**src/rtl/vga_timing_pkg.sv**
```systemverilog
// vga_timing_pkg
// Shared constants for the raster timing generator: default 640x480@60
// region lengths, line/frame totals, coordinate width and the
// out-of-active-area coordinate marker.
package vga_timing_pkg;

    localparam int COORD_W = 14;
    localparam logic [COORD_W-1:0] COORD_INVALID = 14'h3FFF;

    localparam int H_ACTIVE_DEF = 640;
    localparam int H_FP_DEF     = 16;
    localparam int H_SYNC_DEF   = 96;
    localparam int H_BP_DEF     = 48;

    localparam int V_ACTIVE_DEF = 480;
    localparam int V_FP_DEF     = 10;
    localparam int V_SYNC_DEF   = 2;
    localparam int V_BP_DEF     = 33;

    // Length of one axis period: active + front porch + sync + back porch.
    function automatic int axis_total(input int active, input int fp,
                                      input int sync, input int bp);
        return active + fp + sync + bp;
    endfunction

    localparam int H_TOTAL_DEF = axis_total(H_ACTIVE_DEF, H_FP_DEF, H_SYNC_DEF, H_BP_DEF);
    localparam int V_TOTAL_DEF = axis_total(V_ACTIVE_DEF, V_FP_DEF, V_SYNC_DEF, V_BP_DEF);

endpackage

```
**src/rtl/vga_timing_if.sv**
```systemverilog
// vga_timing_if
// Raster timing bundle between the timing generator (master) and the
// pixel data stage vga_data (slave).
//   hsync, vsync   sync pulses at the configured polarity
//   de             data enable, high in the active area
//   pix_x, pix_y   active-area coordinates, COORD_INVALID elsewhere
//   frame_start    one-cycle pulse with pixel (0,0)
//   frame_cnt      completed frames, wrapping
interface vga_timing_if;
    import vga_timing_pkg::*;

    logic               hsync;
    logic               vsync;
    logic               de;
    logic [COORD_W-1:0] pix_x;
    logic [COORD_W-1:0] pix_y;
    logic               frame_start;
    logic [7:0]         frame_cnt;

    modport master (
        output hsync, vsync, de, pix_x, pix_y, frame_start, frame_cnt
    );

    modport slave (
        input hsync, vsync, de, pix_x, pix_y, frame_start, frame_cnt
    );
endinterface

```
**src/rtl/vga_axis_counter.sv**
```systemverilog
// vga_axis_counter
// One raster axis: counts 0..TOTAL-1 on each inc and wraps, decoding the
// active and sync regions (order: active, front porch, sync, back porch).
//   clk, rst  pixel clock, asynchronous active-high reset
//   inc       advance by one
//   cnt       current position
//   wrap      position is the last of the period (next inc returns to 0)
//   active    position is inside the active region
//   sync      position is inside the sync pulse
module vga_axis_counter
    import vga_timing_pkg::*;
#(
    parameter int ACTIVE = 640,
    parameter int FP     = 16,
    parameter int SYNC   = 96,
    parameter int BP     = 48
) (
    input  logic               clk,
    input  logic               rst,
    input  logic               inc,
    output logic [COORD_W-1:0] cnt,
    output logic               wrap,
    output logic               active,
    output logic               sync
);

    localparam int TOTAL = axis_total(ACTIVE, FP, SYNC, BP);
    localparam logic [COORD_W-1:0] LAST       = COORD_W'(TOTAL - 1);
    localparam logic [COORD_W-1:0] ACT_END    = COORD_W'(ACTIVE);
    localparam logic [COORD_W-1:0] SYNC_START = COORD_W'(ACTIVE + FP);
    localparam logic [COORD_W-1:0] SYNC_END   = COORD_W'(ACTIVE + FP + SYNC);

    logic [COORD_W-1:0] cnt_r;

    // Position counter, wraps after the back porch.
    always_ff @(posedge clk or posedge rst) begin
        if (rst) begin
            cnt_r <= 14'd0;
        end else if (inc) begin
            if (cnt_r == LAST) begin
                cnt_r <= 14'd0;
            end else begin
                cnt_r <= cnt_r + 14'd1;
            end
        end
    end

    assign cnt    = cnt_r;
    assign wrap   = (cnt_r == LAST);
    assign active = (cnt_r < ACT_END);
    assign sync   = (cnt_r >= SYNC_START) && (cnt_r < SYNC_END);

endmodule

```
**src/rtl/vga_timing_gen.sv**
```systemverilog
// vga_timing_gen
// Raster timing generator: horizontal/vertical counters plus registered
// sync, data-enable, coordinate and frame outputs.
//   clk  pixel clock
//   rst  asynchronous active-high reset
//   en   count enable; low freezes counters and outputs
//   vid  vga_timing_if master: hsync, vsync, de, pix_x, pix_y,
//        frame_start, frame_cnt
// Build option VGA_TIMING_PREFETCH_EN: hsync/vsync/de/frame_start get one
// extra register stage so that pix_x/pix_y lead them by one cycle, which
// covers the image ROM read latency in vga_data.
module vga_timing_gen
    import vga_timing_pkg::*;
#(
    parameter int   H_ACTIVE = H_ACTIVE_DEF,
    parameter int   H_FP     = H_FP_DEF,
    parameter int   H_SYNC   = H_SYNC_DEF,
    parameter int   H_BP     = H_BP_DEF,
    parameter int   V_ACTIVE = V_ACTIVE_DEF,
    parameter int   V_FP     = V_FP_DEF,
    parameter int   V_SYNC   = V_SYNC_DEF,
    parameter int   V_BP     = V_BP_DEF,
    parameter logic SYNC_POL = 1'b0
) (
    input  logic        clk,
    input  logic        rst,
    input  logic        en,
    vga_timing_if.master vid
);

    logic [COORD_W-1:0] h_cnt_s, v_cnt_s;
    logic               h_wrap_s, v_wrap_s, h_active_s, v_active_s;
    logic               h_sync_s, v_sync_s, v_inc_s;
    logic               de_s, fs_s, hsync_s, vsync_s;
    logic [COORD_W-1:0] pix_x_s, pix_y_s;

    logic               hsync_r, vsync_r, de_r, fs_r;
    logic [COORD_W-1:0] pix_x_r, pix_y_r;
    logic [7:0]         frame_cnt_r;

    assign v_inc_s = h_wrap_s & en;

    vga_axis_counter #(
        .ACTIVE(H_ACTIVE), .FP(H_FP), .SYNC(H_SYNC), .BP(H_BP)
    ) u_h_cnt (
        .clk(clk), .rst(rst), .inc(en),
        .cnt(h_cnt_s), .wrap(h_wrap_s), .active(h_active_s), .sync(h_sync_s)
    );

    vga_axis_counter #(
        .ACTIVE(V_ACTIVE), .FP(V_FP), .SYNC(V_SYNC), .BP(V_BP)
    ) u_v_cnt (
        .clk(clk), .rst(rst), .inc(v_inc_s),
        .cnt(v_cnt_s), .wrap(v_wrap_s), .active(v_active_s), .sync(v_sync_s)
    );

    // Decode of the current counter state into raw output values.
    always_comb begin
        de_s    = h_active_s & v_active_s;
        fs_s    = (h_cnt_s == 14'd0) && (v_cnt_s == 14'd0);
        hsync_s = h_sync_s ? SYNC_POL : ~SYNC_POL;
        vsync_s = v_sync_s ? SYNC_POL : ~SYNC_POL;
        pix_x_s = COORD_INVALID;
        pix_y_s = COORD_INVALID;
        if (de_s) begin
            pix_x_s = h_cnt_s;
            pix_y_s = v_cnt_s;
        end else begin
            pix_x_s = COORD_INVALID;
            pix_y_s = COORD_INVALID;
        end
    end

    // First output stage: registers the decode, holds while en is low.
    always_ff @(posedge clk or posedge rst) begin
        if (rst) begin
            hsync_r <= ~SYNC_POL;
            vsync_r <= ~SYNC_POL;
            de_r    <= 1'b0;
            pix_x_r <= COORD_INVALID;
            pix_y_r <= COORD_INVALID;
        end else if (en) begin
            hsync_r <= hsync_s;
            vsync_r <= vsync_s;
            de_r    <= de_s;
            pix_x_r <= pix_x_s;
            pix_y_r <= pix_y_s;
        end
    end

    // Frame-start stage: when it drives the output it drops to 0 on a stall,
    // when it feeds the delay stage it must hold so the pulse is not lost.
    always_ff @(posedge clk or posedge rst) begin
        if (rst) begin
            fs_r <= 1'b0;
        end else if (en) begin
            fs_r <= fs_s;
        end else begin
`ifdef VGA_TIMING_PREFETCH_EN
            fs_r <= fs_r;
`else
            fs_r <= 1'b0;
`endif
        end
    end

    // Completed-frame counter, steps when both axes wrap on the same edge.
    always_ff @(posedge clk or posedge rst) begin
        if (rst) begin
            frame_cnt_r <= 8'd0;
        end else if (en && h_wrap_s && v_wrap_s) begin
            frame_cnt_r <= frame_cnt_r + 8'd1;
        end
    end

`ifdef VGA_TIMING_PREFETCH_EN
    logic hsync_d_r, vsync_d_r, de_d_r, fs_d_r;

    // Delay stage for the timing strobes; coordinates bypass it.
    always_ff @(posedge clk or posedge rst) begin
        if (rst) begin
            hsync_d_r <= ~SYNC_POL;
            vsync_d_r <= ~SYNC_POL;
            de_d_r    <= 1'b0;
            fs_d_r    <= 1'b0;
        end else if (en) begin
            hsync_d_r <= hsync_r;
            vsync_d_r <= vsync_r;
            de_d_r    <= de_r;
            fs_d_r    <= fs_r;
        end else begin
            fs_d_r    <= 1'b0;
        end
    end

    assign vid.hsync       = hsync_d_r;
    assign vid.vsync       = vsync_d_r;
    assign vid.de          = de_d_r;
    assign vid.frame_start = fs_d_r;
`else
    assign vid.hsync       = hsync_r;
    assign vid.vsync       = vsync_r;
    assign vid.de          = de_r;
    assign vid.frame_start = fs_r;
`endif

    assign vid.pix_x     = pix_x_r;
    assign vid.pix_y     = pix_y_r;
    assign vid.frame_cnt = frame_cnt_r;

endmodule

```
**src/flat_wrapper.sv**
```systemverilog
// flat-port wrapper written by rule: the top's interface ports become plain ports
module vga_timing_gen_flat import vga_timing_pkg::*;
#(
    parameter int   H_ACTIVE = H_ACTIVE_DEF,
    parameter int   H_FP     = H_FP_DEF,
    parameter int   H_SYNC   = H_SYNC_DEF,
    parameter int   H_BP     = H_BP_DEF,
    parameter int   V_ACTIVE = V_ACTIVE_DEF,
    parameter int   V_FP     = V_FP_DEF,
    parameter int   V_SYNC   = V_SYNC_DEF,
    parameter int   V_BP     = V_BP_DEF,
    parameter logic SYNC_POL = 1'b0
)
  (clk, rst, en, vid_hsync, vid_vsync, vid_de, vid_pix_x, vid_pix_y, vid_frame_start, vid_frame_cnt);
  vga_timing_if vid_i ();
  input  logic clk;
  input  logic rst;
  input  logic en;
  output wire logic [$bits(vid_i.hsync)-1:0] vid_hsync;
  output wire logic [$bits(vid_i.vsync)-1:0] vid_vsync;
  output wire logic [$bits(vid_i.de)-1:0] vid_de;
  output wire logic [$bits(vid_i.pix_x)-1:0] vid_pix_x;
  output wire logic [$bits(vid_i.pix_y)-1:0] vid_pix_y;
  output wire logic [$bits(vid_i.frame_start)-1:0] vid_frame_start;
  output wire logic [$bits(vid_i.frame_cnt)-1:0] vid_frame_cnt;
  assign vid_hsync = vid_i.hsync;
  assign vid_vsync = vid_i.vsync;
  assign vid_de = vid_i.de;
  assign vid_pix_x = vid_i.pix_x;
  assign vid_pix_y = vid_i.pix_y;
  assign vid_frame_start = vid_i.frame_start;
  assign vid_frame_cnt = vid_i.frame_cnt;
  vga_timing_gen #(.H_ACTIVE(H_ACTIVE), .H_FP(H_FP), .H_SYNC(H_SYNC), .H_BP(H_BP), .V_ACTIVE(V_ACTIVE), .V_FP(V_FP), .V_SYNC(V_SYNC), .V_BP(V_BP), .SYNC_POL(SYNC_POL)) u_core (.clk(clk), .rst(rst), .en(en), .vid(vid_i));
endmodule
```
**config.mk**
```make
export PLATFORM = sky130hd
export DESIGN_NAME = vga_timing_gen_flat
export DESIGN_NICKNAME = d
export VERILOG_FILES = /design/src/rtl/vga_timing_pkg.sv /design/src/rtl/vga_timing_if.sv /design/src/rtl/vga_axis_counter.sv /design/src/rtl/vga_timing_gen.sv /design/src/flat_wrapper.sv
export SDC_FILE = /design/constraint.sdc
export NUM_CORES = 1
export LEC_CHECK = 0
export CAP_MARGIN = 20
export CORE_ASPECT_RATIO = 0.8
export CORE_MARGIN = 2
export CORE_UTILIZATION = 45
export DETAILED_ROUTE_END_ITERATION = 10
export PLACE_DENSITY_LB_ADDON = 0.08
export SETUP_SLACK_MARGIN = 0.15
export SYNTH_ARGS = -nofsm -noshare
export SYNTH_HDL_FRONTEND = slang
export SYNTH_SLANG_ARGS = --single-unit
```
**constraint.sdc**
```tcl
create_clock -name clk -period 3 [get_ports clk]
set_clock_uncertainty 0.05 [all_clocks]
set_input_delay 0.6 -clock clk [delete_from_list [all_inputs] [get_ports clk]]
set_output_delay 0.6 -clock clk [all_outputs]
set_load 0.01 [all_outputs]
```
==> impl_metrics.yaml <==
worst_setup_path:
  max_stage_delay_ns: 0.48
  path_buf_inv: 0
  worstSetupPathType: "reg -> reg"
  worstPathMaxFanout: 8
  crit_arrival_ns: 2.30
  r2r_slack_ns: 0.89
  required_ns: 3.19
  cp-start-kind: "register"
  r2r-start: "u_core.u_h_cnt.cnt[0]"
  crit_chain: "ha_1 > nor4b_2 > nand4_2 > nor2_1 > mux2_2"
  startpoint: "u_core.u_h_cnt.cnt[0]"
  endpoint_kind: "register"
  crit_family: "simple AND/OR/NAND/NOR gates"
  crit_slowest_cell: "dfrtp_1"
pwr:
  powerDensity_nw_per_um2: 525.0
  p_leak_nw: 1.642
  peakVddDrop_mv: 0.2060
timing:
  final_hold_viol_count: 0
  relSlewSlack_pct: 60.28
  whs_ns: 0.4219
  fmax_ghz: 0.4747
  min_period_over_period_pct: 70.22
  fin_setup_tns_ns: 0
  rsz0062_at_grt: "no"
  drv_slew: 0
  setup_viol: 0
  worst_pin_slew_ns: 0.5949
  fin_crit_ns: 2.107
  worst_slack_ns: 0.8934
hold_path:
  min_path_type: "reg -> reg"
  hp-start: "u_core.vid.frame_cnt[7]"
routing:
  viasPerCell: 5.534
  ant_nets: 0
  wl_per_cell_um: 16.19
  drt_wl_total_mm: 6.574
  vias: 2247
  drtPass1Iterations: 4
  drtIter0Drc: 125
  drc: 0
global_route:
  grt_use_total_pct: 18.63
  overflow: 0
  grt_pass1_wl_mm: 11.22
  grt_max_degree: 43
  antenna_found_initial: 0
  grt_pass1_vias: 2189
clock_network:
  cts_tree: "built"
  root_buffer: "clkbuf_8"
  cts_hold_buf: 0
  path_clk_slew_ns: 0.07
  cts_resized: 0
  cts_buffer_depth: 2
  clk_latency_ns: 0.35
  post_cts_buffers: 0
  cts_made_buffers: 9
  clkSinkCount: 68
  cts_max_level: 3
floorplan:
  rows: 27
  die_h_um: 79.24
  initial_utilization_pct: 46.43
  die_w_um: 98.05
  dieArea_um2: 7769
  core-area_um2: 6858
  ios: 43
logic_synthesis:
  post_synth.cell_area_avg_um2: 11.54
  synthFlopType: "dfrtp_1"
  synthesis.area_um2: 3184
  synth-seq-area-share_pct: 54.62
  netlist_top_cells_count: "dfrtp_1, dfstp_2, o22a_1, nand4_1"
  yosysWarnings: 0
  synth_edf_count: 0
  async_flop_share_pct: 100.0
  synth_nets: 284
  yosys.area.top_type: "dfrtp_1"
  synth.top_cell.area_share_pct: 29.86
  synth-seq-cells: 68
  ys_types: 46
  synth.most_common_cell: "dfrtp_1"
  synth_cells: 276
  ys_top_cells_by_area: "dfrtp_1, dfstp_2, o22a_1, xnor2_1, xor2_1"
layout:
  nets: 322
  antenna_cells: 0
  utilization_pct: 56.54
  register_area_um2: 1739
  area_growth_pct: 21.77
  fin_area_um2: 3877
  multi_input_area_um2: 1304
  fillCellCount: 611
  layout-drive-gt1-share_pct: 19.44
place:
  post-place-ws_ns: 0.6226
  finalWeightedCongestion: 0.7717
  hpwl_mm: 4.414
  dpl_cell_area_um2: 3667
  portBuffers: 42
flow_run:
  timing.max_cap.violations: 0
outcome:
  status: "finished clean"
[cells by family (layout without fill, tap and decap cells)]
| logic type | after synthesis | in the layout | synth area share, % |
|---|---|---|---|
| AOI/OAI and AO/OA | 44 | 44 | 10.57 |
| xor gates and xnor gates | 28 | 28 | 7.702 |
| adders and majority gates | 5 | 5 | 1.965 |
| buffers and inverters | 32 | 75 | 4.440 |
| DFF | 68 | 68 | 54.62 |
| muxes | 3 | 3 | 0.9823 |
| and+or+nand+nor | 96 | 96 | 19.72 |
[worst paths after layout]
check                                          end  cells past startpoint
min reg2reg                u_core.vid.frame_cnt[7]                      1
min in group asynchronous    u_core.u_h_cnt.cnt[0]                      2
max                        u_core.vid.frame_cnt[1]                      5
max reg2reg                u_core.vid.frame_cnt[1]                      5
min                        u_core.vid.frame_cnt[7]                      1
max in group asynchronous     u_core.vid.pix_y[10]                      3
[metrics by stage]
step,power (mW),cells
6_report,2.036,406
5_1_grt,2.142,406
4_1_cts,2.055,406
3_5_place_dp,1.283,390
3_3_place_gp,1.279,390
2_1_floorplan,1.223,276
[layout by cell type (no fill, tap or decap), types with 7 or more instances in the layout]
| cell | instances |
|---|---|
| and3_1 | 7 |
| clkbuf_8 | 15 |
| clkdlybuf4s50_1 | 42 |
| dfrtp_1 | 38 |
| dfstp_2 | 30 |
| inv_1 | 11 |
| nand2_1 | 12 |
| nand3_1 | 10 |
| nand4_1 | 15 |
| nor2_1 | 12 |
| nor3_1 | 13 |
| o21a_1 | 9 |
| o22a_1 | 18 |
| xnor2_1 | 14 |
| xor2_1 | 14 |
[report_power, final]
part	internal, mW	leakage [nW]	switching [mW]
clock	0.437	0.109	0.331
combinational	0.0888	0.719	0.104
sequential	0.965	0.814	0.110
total	1.49	1.64	0.546
[area by class of cell]
type / instances / share of cell area (%)
timing repair buffer: 47 / 12.13
inverter: 12 / 1.162
clock buffer: 16 / 5.421
multi-input combinational: 176 / 33.62
tap: 87 / 2.807
sequential: 68 / 44.85
[sequential cells by signal (all words and copies together), names as in the netlist]
register	flops
u_core.vid.de	1
u_core.u_h_cnt.cnt	14
u_core.vid.frame_start	1
u_core.u_v_cnt.cnt	14
u_core.vid.frame_cnt	8
u_core.vid.vsync	1
u_core.vid.pix_y	14
u_core.vid.hsync	1
u_core.vid.pix_x	14
[routing by layer]
layer / global-route usage, % / vias up / wire (um)
met3: 5.546 / 12 / 404
met2: 24.52 / 56 / 2635
met1: 28.48 / 1114 / 3428
met4: 7.083 / 0 / 106
li1: - / 1065 / -
met5: 0 / - / 0
No activity file was read; power rests on OpenSTA's default activity.
